`src/rtl/rr_arbiter4.sv`:
```
// Four-requester round-robin arbiter with grant hold and optional hold-time limit.
// The most recently served client drops to lowest priority; all outputs come from flops.
module rr_arbiter4 #(
  parameter int unsigned MAX_HOLD = 8
) (
  input  logic       clk,
  input  logic       rst,
  input  logic [3:0] req,
  output logic [3:0] gnt,
  output logic [1:0] gnt_id,
  output logic       busy
);

  typedef enum logic {IDLE, GRANT} state_t;

  localparam logic       HOLD_EN = (MAX_HOLD != 0);
  localparam logic [7:0] CNT_SAT = (MAX_HOLD == 0) ? 8'd255 : 8'(MAX_HOLD);

  state_t     state_q, state_d;
  logic [1:0] ptr_q, ptr_d;
  logic [7:0] cnt_q, cnt_d;
  logic [3:0] gnt_q, gnt_d;
  logic [1:0] gnt_id_q, gnt_id_d;
  logic       busy_q, busy_d;

  logic [1:0] owner;
  logic [1:0] nxt_ptr;
  logic [3:0] others;
  logic [2:0] pick_all;
  logic [2:0] pick_oth;
  logic [3:0] all_onehot;
  logic [3:0] oth_onehot;

  // Returns {found, index}; scans start, start+1, ... mod 4, first hit wins.
  function automatic logic [2:0] rr_pick(input logic [3:0] r, input logic [1:0] start);
    logic       found;
    logic [1:0] idx;
    logic [1:0] win;
    found = 1'b0;
    win   = 2'd0;
    for (int k = 3; k >= 0; k--) begin
      idx = start + 2'(k);
      if (r[idx]) begin
        found = 1'b1;
        win   = idx;
      end
    end
    return {found, win};
  endfunction

  assign owner    = gnt_id_q;
  assign nxt_ptr  = gnt_id_q + 2'd1;
  assign pick_all = rr_pick(req, ptr_q);
  assign pick_oth = rr_pick(others, nxt_ptr);

  genvar gi;
  generate
    for (gi = 0; gi < 4; gi++) begin : g_decode
      assign others[gi]     = req[gi] && (owner != 2'(gi));
      assign all_onehot[gi] = (pick_all[1:0] == 2'(gi));
      assign oth_onehot[gi] = (pick_oth[1:0] == 2'(gi));
    end
  endgenerate

  always_comb begin
    state_d  = state_q;
    ptr_d    = ptr_q;
    cnt_d    = cnt_q;
    gnt_d    = gnt_q;
    gnt_id_d = gnt_id_q;
    busy_d   = busy_q;
    case (state_q)
      IDLE: begin
        if (pick_all[2]) begin
          state_d  = GRANT;
          gnt_d    = all_onehot;
          gnt_id_d = pick_all[1:0];
          busy_d   = 1'b1;
          cnt_d    = 8'd1;
        end
      end
      GRANT: begin
        if (!req[owner]) begin
          ptr_d = nxt_ptr;
          if (pick_oth[2]) begin
            gnt_d    = oth_onehot;
            gnt_id_d = pick_oth[1:0];
            cnt_d    = 8'd1;
          end else begin
            state_d  = IDLE;
            gnt_d    = 4'b0000;
            gnt_id_d = 2'd0;
            busy_d   = 1'b0;
            cnt_d    = 8'd0;
          end
        end else if (HOLD_EN && (cnt_q == CNT_SAT)) begin
          // A lone owner keeps the grant but still restarts its hold window.
          ptr_d = nxt_ptr;
          cnt_d = 8'd1;
          if (pick_oth[2]) begin
            gnt_d    = oth_onehot;
            gnt_id_d = pick_oth[1:0];
          end
        end else if (cnt_q != CNT_SAT) begin
          cnt_d = cnt_q + 8'd1;
        end
      end
      default: state_d = IDLE;
    endcase
  end

  always_ff @(posedge clk or posedge rst) begin
    if (rst) begin
      state_q  <= IDLE;
      ptr_q    <= 2'd0;
      cnt_q    <= 8'd0;
      gnt_q    <= 4'b0000;
      gnt_id_q <= 2'd0;
      busy_q   <= 1'b0;
    end else begin
      state_q  <= state_d;
      ptr_q    <= ptr_d;
      cnt_q    <= cnt_d;
      gnt_q    <= gnt_d;
      gnt_id_q <= gnt_id_d;
      busy_q   <= busy_d;
    end
  end

  assign gnt    = gnt_q;
  assign gnt_id = gnt_id_q;
  assign busy   = busy_q;

endmodule

```
`config.mk`:
```
export PLATFORM = sky130hd
export DESIGN_NAME = rr_arbiter4
export DESIGN_NICKNAME = d
export VERILOG_FILES = /design/src/rtl/rr_arbiter4.sv
export SDC_FILE = /design/constraint.sdc
export NUM_CORES = 1
export LEC_CHECK = 0
export BUFFER_PORTS_ARGS = -buffer_cell sky130_fd_sc_hd__buf_2
export CELL_PAD_IN_SITES_DETAIL_PLACEMENT = 0
export CELL_PAD_IN_SITES_GLOBAL_PLACEMENT = 1
export CORE_AREA = 2 2 56 58
export CTS_CLUSTER_DIAMETER = 50
export DETAILED_ROUTE_END_ITERATION = 8
export DIE_AREA = 0 0 58 60
export PLACE_DENSITY_LB_ADDON = 0.1
export SYNTH_ARGS = -nofsm -noshare
export SYNTH_HDL_FRONTEND = slang
export SYNTH_SLANG_ARGS = --single-unit
```
`constraint.sdc`:
```
create_clock -name clk -period 5.8 [get_ports clk]
set_clock_uncertainty 0.1 [all_clocks]
set_input_delay 1.16 -clock clk [delete_from_list [all_inputs] [get_ports clk]]
set_output_delay 1.16 -clock clk [all_outputs]
set_load 0.05 [all_outputs]
```
==> qor.yml, run 1 <==
run_status:
  status: "complete, no violations"
drt:
  drt-initial-drc-count: 35
  via_count: 1093
  first_pass_iters: 4
  routed_via_density: 5.91
  routed_wl_um: 2970
  wl_per_cell_um: 16.0
  antenna_left: 0
  remaining_drc_errors: 0
finish:
  drive_gt1_frac: 0.283
  areaGrowthSynthToFinish_pct: 6.90
  multi_input_area_sq_um: 812
  layout_common_cells: "dfrtp_1 (18), buf_2 (12), nor2_1 (11), inv_1 (9), nand2_1 (9)"
  fin_nets: 165
  fillCellCount: 283
  final_cells: 185
  final_common_cell: "dfrtp_1"
  seq_area_sq_um: 450
  antenna_cells: 0
place:
  place_ws_ns: 2.90
  portBuffers: 12
  gp_congestion: 0.820
  hpwl_um: 2270
  dpl.cell_count: 181
timing:
  max_freq_mhz: 382
  slew_viol_final: 0
  final-hold-violation-count: 0
  setup_ws_ns: 3.18
  tightest_slew_ns: 0.671
  rsz0062_at_grt: "false"
  setup_viol: 0
  fin_crit_sh: 0.452
  slew_headroom: 0.552
  setup_tns_ns: 0
  period_needed_ns: 2.62
  whs_ns: 0.434
synth:
  synth_cell_types: 56
  netlist_area_sq_mm: 0.00134
  synthCells: 143
  synth_edf_count: 0
  yosysWarningCount: 0
  ys.flop_type: "dfrtp_1"
  ys_seq_area_frac: 0.336
  synthesis.nets: 155
  ys_seq_elements: 18
  syn_avg_cell_area_sq_um: 9.38
  async_flop_share: 1.00
clock_network:
  cts_buffers: 3
  cts.sinks: 18
  cts_buffer_depth: 2
  htree_num_levels: 1
  cts_setup_buffers: 0
  cts_resized: 0
  postCtsHoldBufs: 0
  clk_pin_slew_ns: 0.11
  clock_latency_ns: 0.29
  cts-root-buf: "clkbuf_4"
  cts_tree: "yes"
pwr:
  vdd_drop_max_uv: 321
  p_total_mw: 0.750
  power_density_mw_per_mm2: 523
  p_leak_nw: 0.644
floorplan:
  initial_core_util: 0.462
  row_count: 20
  coreArea_sq_mm: 0.00290
  die_y_um: 60
  io_pins: 13
  dieArea_sq_mm: 0.00348
  die_x_um: 58
global_routing:
  grt_first_pass_wirelength_um: 4930
  grt_use_total: 0.188
  antenna_found_initial: 0
  grt_overflow: 0
  grt_pass1_vias: 1108
  grt_max_degree: 19
setup_path:
  rrSetupSlack_ns: 3.19
  cp.required_ns: 5.89
  rr_startpoint: "gnt_id[0]"
  crit_path_max_incr_delay_ns: 0.52
  timing.critical_path.mode_cell: "nand2_1"
  cp.arrival_ns: 2.71
  critPathKind: "in2reg"
  crit_chain: "buf_2 > nor4_1 > nand2_1 > nand2_1 > nand2_2 > mux2_2"
  start_kind: "input pin"
  critPathCaptureType: "flip-flop"
  r2r_end: "gnt[0]"
  worstPathMaxFanout: 12
  cp_slowest_cell: "nor4_1"
  worstRegToRegCells: 7
min_path:
  hold_end: "gnt[2]"
  min_path_cells: 1
  holdCritStartpoint: "gnt[2]"
  hp-class: "reg2reg"
run:
  drv_cap: 0
## how the worst max path moves through the flow
stage | startpoint | to | depth (start not counted)
6_report | req[0] | gnt[2] | 6
5_1_grt | gnt_id[0] | gnt[0] | 7
4_1_cts | req[0] | gnt[2] | 6
3_5_place_dp | req[0] | gnt[2] | 6
3_3_place_gp | req[0] | gnt[2] | 6
2_1_floorplan | req[2] | ptr_q[1] | 5
## cells by family (layout without fill, tap and decap cells)
group | count (synthesis) | count (layout) | share of synthesized area
and+or+nand+nor | 60 | 60 | 0.291
AOI/OAI and AO/OA | 32 | 32 | 0.167
DFF | 18 | 18 | 0.336
buffers and inverters | 16 | 25 | 0.0588
adders and majority gates | 6 | 6 | 0.0560
xor gates and xnor gates | 6 | 6 | 0.0392
muxes | 5 | 5 | 0.0522
## synthesized netlist by cell type (2+ instances only)
| library cell | instances | area, sq um |
|---|---|---|
| a21o_2 | 2 | 17.5 |
| buf_2 | 4 | 20.0 |
| nand3b_1 | 3 | 22.5 |
| nor3_1 | 3 | 15.0 |
| a21oi_1 | 7 | 35.0 |
| mux2_2 | 2 | 22.5 |
| and2b_2 | 3 | 26.3 |
| dfrtp_1 | 18 | 450 |
| nand2b_1 | 2 | 12.5 |
| nand4_1 | 4 | 25.0 |
| o21ai_0 | 8 | 40.0 |
| inv_1 | 9 | 33.8 |
| nor2_1 | 11 | 41.3 |
| xor2_1 | 5 | 43.8 |
| ha_1 | 6 | 75.1 |
| nand3_1 | 5 | 25.0 |
| nor4_1 | 2 | 12.5 |
| or3b_2 | 2 | 17.5 |
| o22ai_1 | 2 | 12.5 |
| nand2_1 | 9 | 33.8 |
## where the power goes
part           switching [mW]  internal, mW  total (mW)
clock network          0.0389        0.0382      0.0771
logic                   0.263         0.181       0.444
registers              0.0603         0.169       0.229
total                   0.362         0.388       0.750
## final cells by class
class | instances | area share
clock buffers | 4 | 0.0253
multi-input cells | 109 | 0.566
flip-flops and latches | 18 | 0.314
repair buffers | 12 | 0.0419
well taps | 33 | 0.0288
inverters | 9 | 0.0236
## worst max-delay path: cells and delay by family
family	cells	cell delay (ns)
buf+inv	1	0.17
mux	1	0.28
simple gates	4	1.10
## sequential cells by signal, indices dropped and copies added, names as in the netlist
signal / count
ptr_q: 2
state_q: 1
busy: 1
cnt_q: 8
gnt_id: 2
gnt: 4
## routing by layer
layer,up-vias,wire [um],GRT usage
li1,538,-,-
met1,519,1280,0.221
met2,28,1530,0.336
met3,8,78,0.0281
met4,0,74,0.0897
met5,-,0,0
## per-stage QoR
stage	utilization	instance area (sq um)
floorplan	-	1340
detailed placement	0.481	1400
finish	0.494	1430
CTS	0.494	1430
global placement	0.481	1400
global route	0.494	1430
Note: power is estimated with default switching activity, not from simulation.
==> run 2, diff against run 1 <==
--- a/config.mk
+++ b/config.mk
@@ -8,10 +8,10 @@
 export BUFFER_PORTS_ARGS = -buffer_cell sky130_fd_sc_hd__buf_2
 export CELL_PAD_IN_SITES_DETAIL_PLACEMENT = 0
 export CELL_PAD_IN_SITES_GLOBAL_PLACEMENT = 1
-export CORE_AREA = 2 2 56 58
+export CORE_AREA = 2 2 61 63
 export CTS_CLUSTER_DIAMETER = 50
 export DETAILED_ROUTE_END_ITERATION = 8
-export DIE_AREA = 0 0 58 60
+export DIE_AREA = 0 0 63 65
 export PLACE_DENSITY_LB_ADDON = 0.1
 export SYNTH_ARGS = -nofsm -noshare
 export SYNTH_HDL_FRONTEND = slang
==> constraint.sdc (replaced) <==
create_clock -name clk -period 2.35 [get_ports clk]
set_clock_uncertainty 0.1 [all_clocks]
set_input_delay 0.47 -clock clk [delete_from_list [all_inputs] [get_ports clk]]
set_output_delay 0.47 -clock clk [all_outputs]
set_load 0.05 [all_outputs]
==> qor.yml, run 2 (synthesized netlist as in run 1, its figures left out) <==
clock_network:
  clock_latency_ns: 0.30  # about the same
  cts_tree: "yes"
  clk_pin_slew_ns: 0.11  # about the same
  cts_buffers: 3  # unchanged
  postCtsHoldBufs: 0  # unchanged
  cts-root-buf: "clkbuf_4"
  cts.sinks: 18  # unchanged
  cts_buffer_depth: 2  # unchanged
  htree_num_levels: 1  # unchanged
setup_path:
  critPathCaptureType: "flip-flop"
  crit_path_max_incr_delay_ns: 0.46  # -0.06 ns
  cp.required_ns: 2.44  # -3.45 ns
  cp.arrival_ns: 2.40  # -0.31 ns
  start_kind: "flip-flop"
  crit_chain: "inv_2 > ha_4 > or4b_4 > nor4b_4 > and3_4 > nor2_2 > o311ai_2"
  rrSetupSlack_ns: 0.04  # -3.15 ns
  critPathKind: "reg2reg"
  worstPathMaxFanout: 3  # -9
  cp_slowest_cell: "or4b_4"
floorplan:
  row_count: 22  # +10%
  die_x_um: 63  # +8.6%
  dieArea_sq_mm: 0.00410  # +18%
  die_y_um: 65  # +8.3%
  initial_core_util: 0.384  # -0.0784
  io_pins: 13  # unchanged
  coreArea_sq_mm: 0.00350  # +20%
place:
  placed_area_sq_mm: 0.00146  # +4.7%
  hpwl_um: 2300  # +1.5%
  portBuffers: 12  # unchanged
  gp_congestion: 0.787  # -4.1%
  dpl.cell_count: 202  # +12%
timing:
  max_freq_mhz: 433
  whs_ns: 0.149  # -0.285 ns
  fin_crit_sh: 0.984
  tightest_slew_ns: 0.676  # +0.00489 ns
  setup_tns_ns: 0  # unchanged
  period_needed_ns: 2.31
  final-hold-violation-count: 0  # unchanged
  setup_viol: 0  # unchanged
  rsz0062_at_grt: "true"
  slew_viol_final: 0  # unchanged
  slew_headroom: 0.549  # -0.00327
drt:
  routed_via_density: 5.33  # -9.8%
  wl_per_cell_um: 14.6  # -8.6%
  antenna_left: 0  # unchanged
  first_pass_iters: 4  # unchanged
  remaining_drc_errors: 0  # unchanged
  routed_wl_um: 3050  # +2.7%
  via_count: 1108  # +1.4%
  drt-initial-drc-count: 91  # +160%
global_routing:
  grt_overflow: 0  # unchanged
  grt_max_degree: 19  # unchanged
  grt_use_total: 0.161  # -0.0274
  grt_first_pass_wirelength_um: 5170  # +4.8%
  grt_pass1_vias: 1108  # unchanged
  antenna_found_initial: 0  # unchanged
pwr:
  p_leak_nw: 0.689  # +7.1%
  power_density_mw_per_mm2: 1290  # +150%
  vdd_drop_max_uv: 714  # +120%
finish:
  layout_common_cells: "dfrtp_1 (16), buf_2 (12), nor2_1 (11), nand2_1 (9)"
  fin_nets: 173  # +4.8%
  antenna_cells: 0  # unchanged
  areaGrowthSynthToFinish_pct: 15.3
  design_area_sq_mm: 0.00155  # +7.9%
  final_common_cell: "dfrtp_1"
  fillCellCount: 373  # +32%
  largest_register_ffs: 8  # unchanged
  final_cells: 208  # +12%
  top_register: "cnt_q"
  drive_gt1_frac: 0.363  # +0.0796
run_status:
  status: "complete, no violations"
run:
  drv_cap: 0  # unchanged
min_path:
  hp-class: "in2async"
## run 2: cell count changes in the layout (fill, tap and decap cells not counted), moves of 2 or more
cell and delta:
dfrtp_2 +2, inv_1 -2, inv_2 +2, buf_4 +8
dfrtp_1 -2, mux2_2 -2, mux2_4 +2
## run 2: cell type report
type,count,area [sq um],share of cell area
Tap cell,48,60.1,0.0388
Sequential cell,18,453,0.293
Multi-Input combinational cell,109,843,0.545
Clock buffer,4,36.3,0.0235
Inverter,9,33.8,0.0218
Timing Repair Buffer,20,120,0.0777
## run 2: repair_timing
item,in CTS,in global routing
setup endpoints to repair,0,4
gates resized for setup,0,8
setup buffers,0,2
## run 2: where the power goes
group | switching [mW] | internal [mW]
combinational | 0.714 | 0.541
sequential | 0.120 | 0.421
clock | 0.0984 | 0.0945
## run 2: worst paths after layout
check	startpoint	to	cells past startpoint
worst max-delay path	cnt_q[0]	gnt[3]	7
worst min-delay path	rst	cnt_q[7]	2
worst max register to register	cnt_q[0]	gnt[3]	7
worst min register to register	busy	busy	1
max in group asynchronous	rst	gnt_id[0]	2
min in group clk	busy	busy	1
## run 2: metrics by stage
stage                util  worst slack (ns)  total power [mW]
floorplan               -           -0.0233              1.45
global placement    0.419            0.0966              1.70
detailed placement  0.419            0.0275              1.72
CTS                 0.429          0.000572              1.92
global route        0.442           -0.0416              2.16
finish              0.442            0.0387              1.99
## run 2: layer usage
metal / routed length, um / GRT usage / part of all wire / up-vias
met4: 37 / 0.0444 / 0.012 / 0
met2: 1600 / 0.290 / 0.53 / 12
met3: 71 / 0.0278 / 0.023 / 6
met1: 1340 / 0.197 / 0.44 / 539
met5: 0 / 0 / 0 / -
li1: - / - / - / 551
## run 2: critical path, delay by kind of cell, from the launching register on
family                   cells  cell delay, ns
AO/OA/AOI/OAI                1            0.30
buffers and inverters        1            0.10
AND/OR/NAND/NOR              4            1.16
adder cells (fa/ha/maj)      1            0.13
flip-flops                   1            0.42
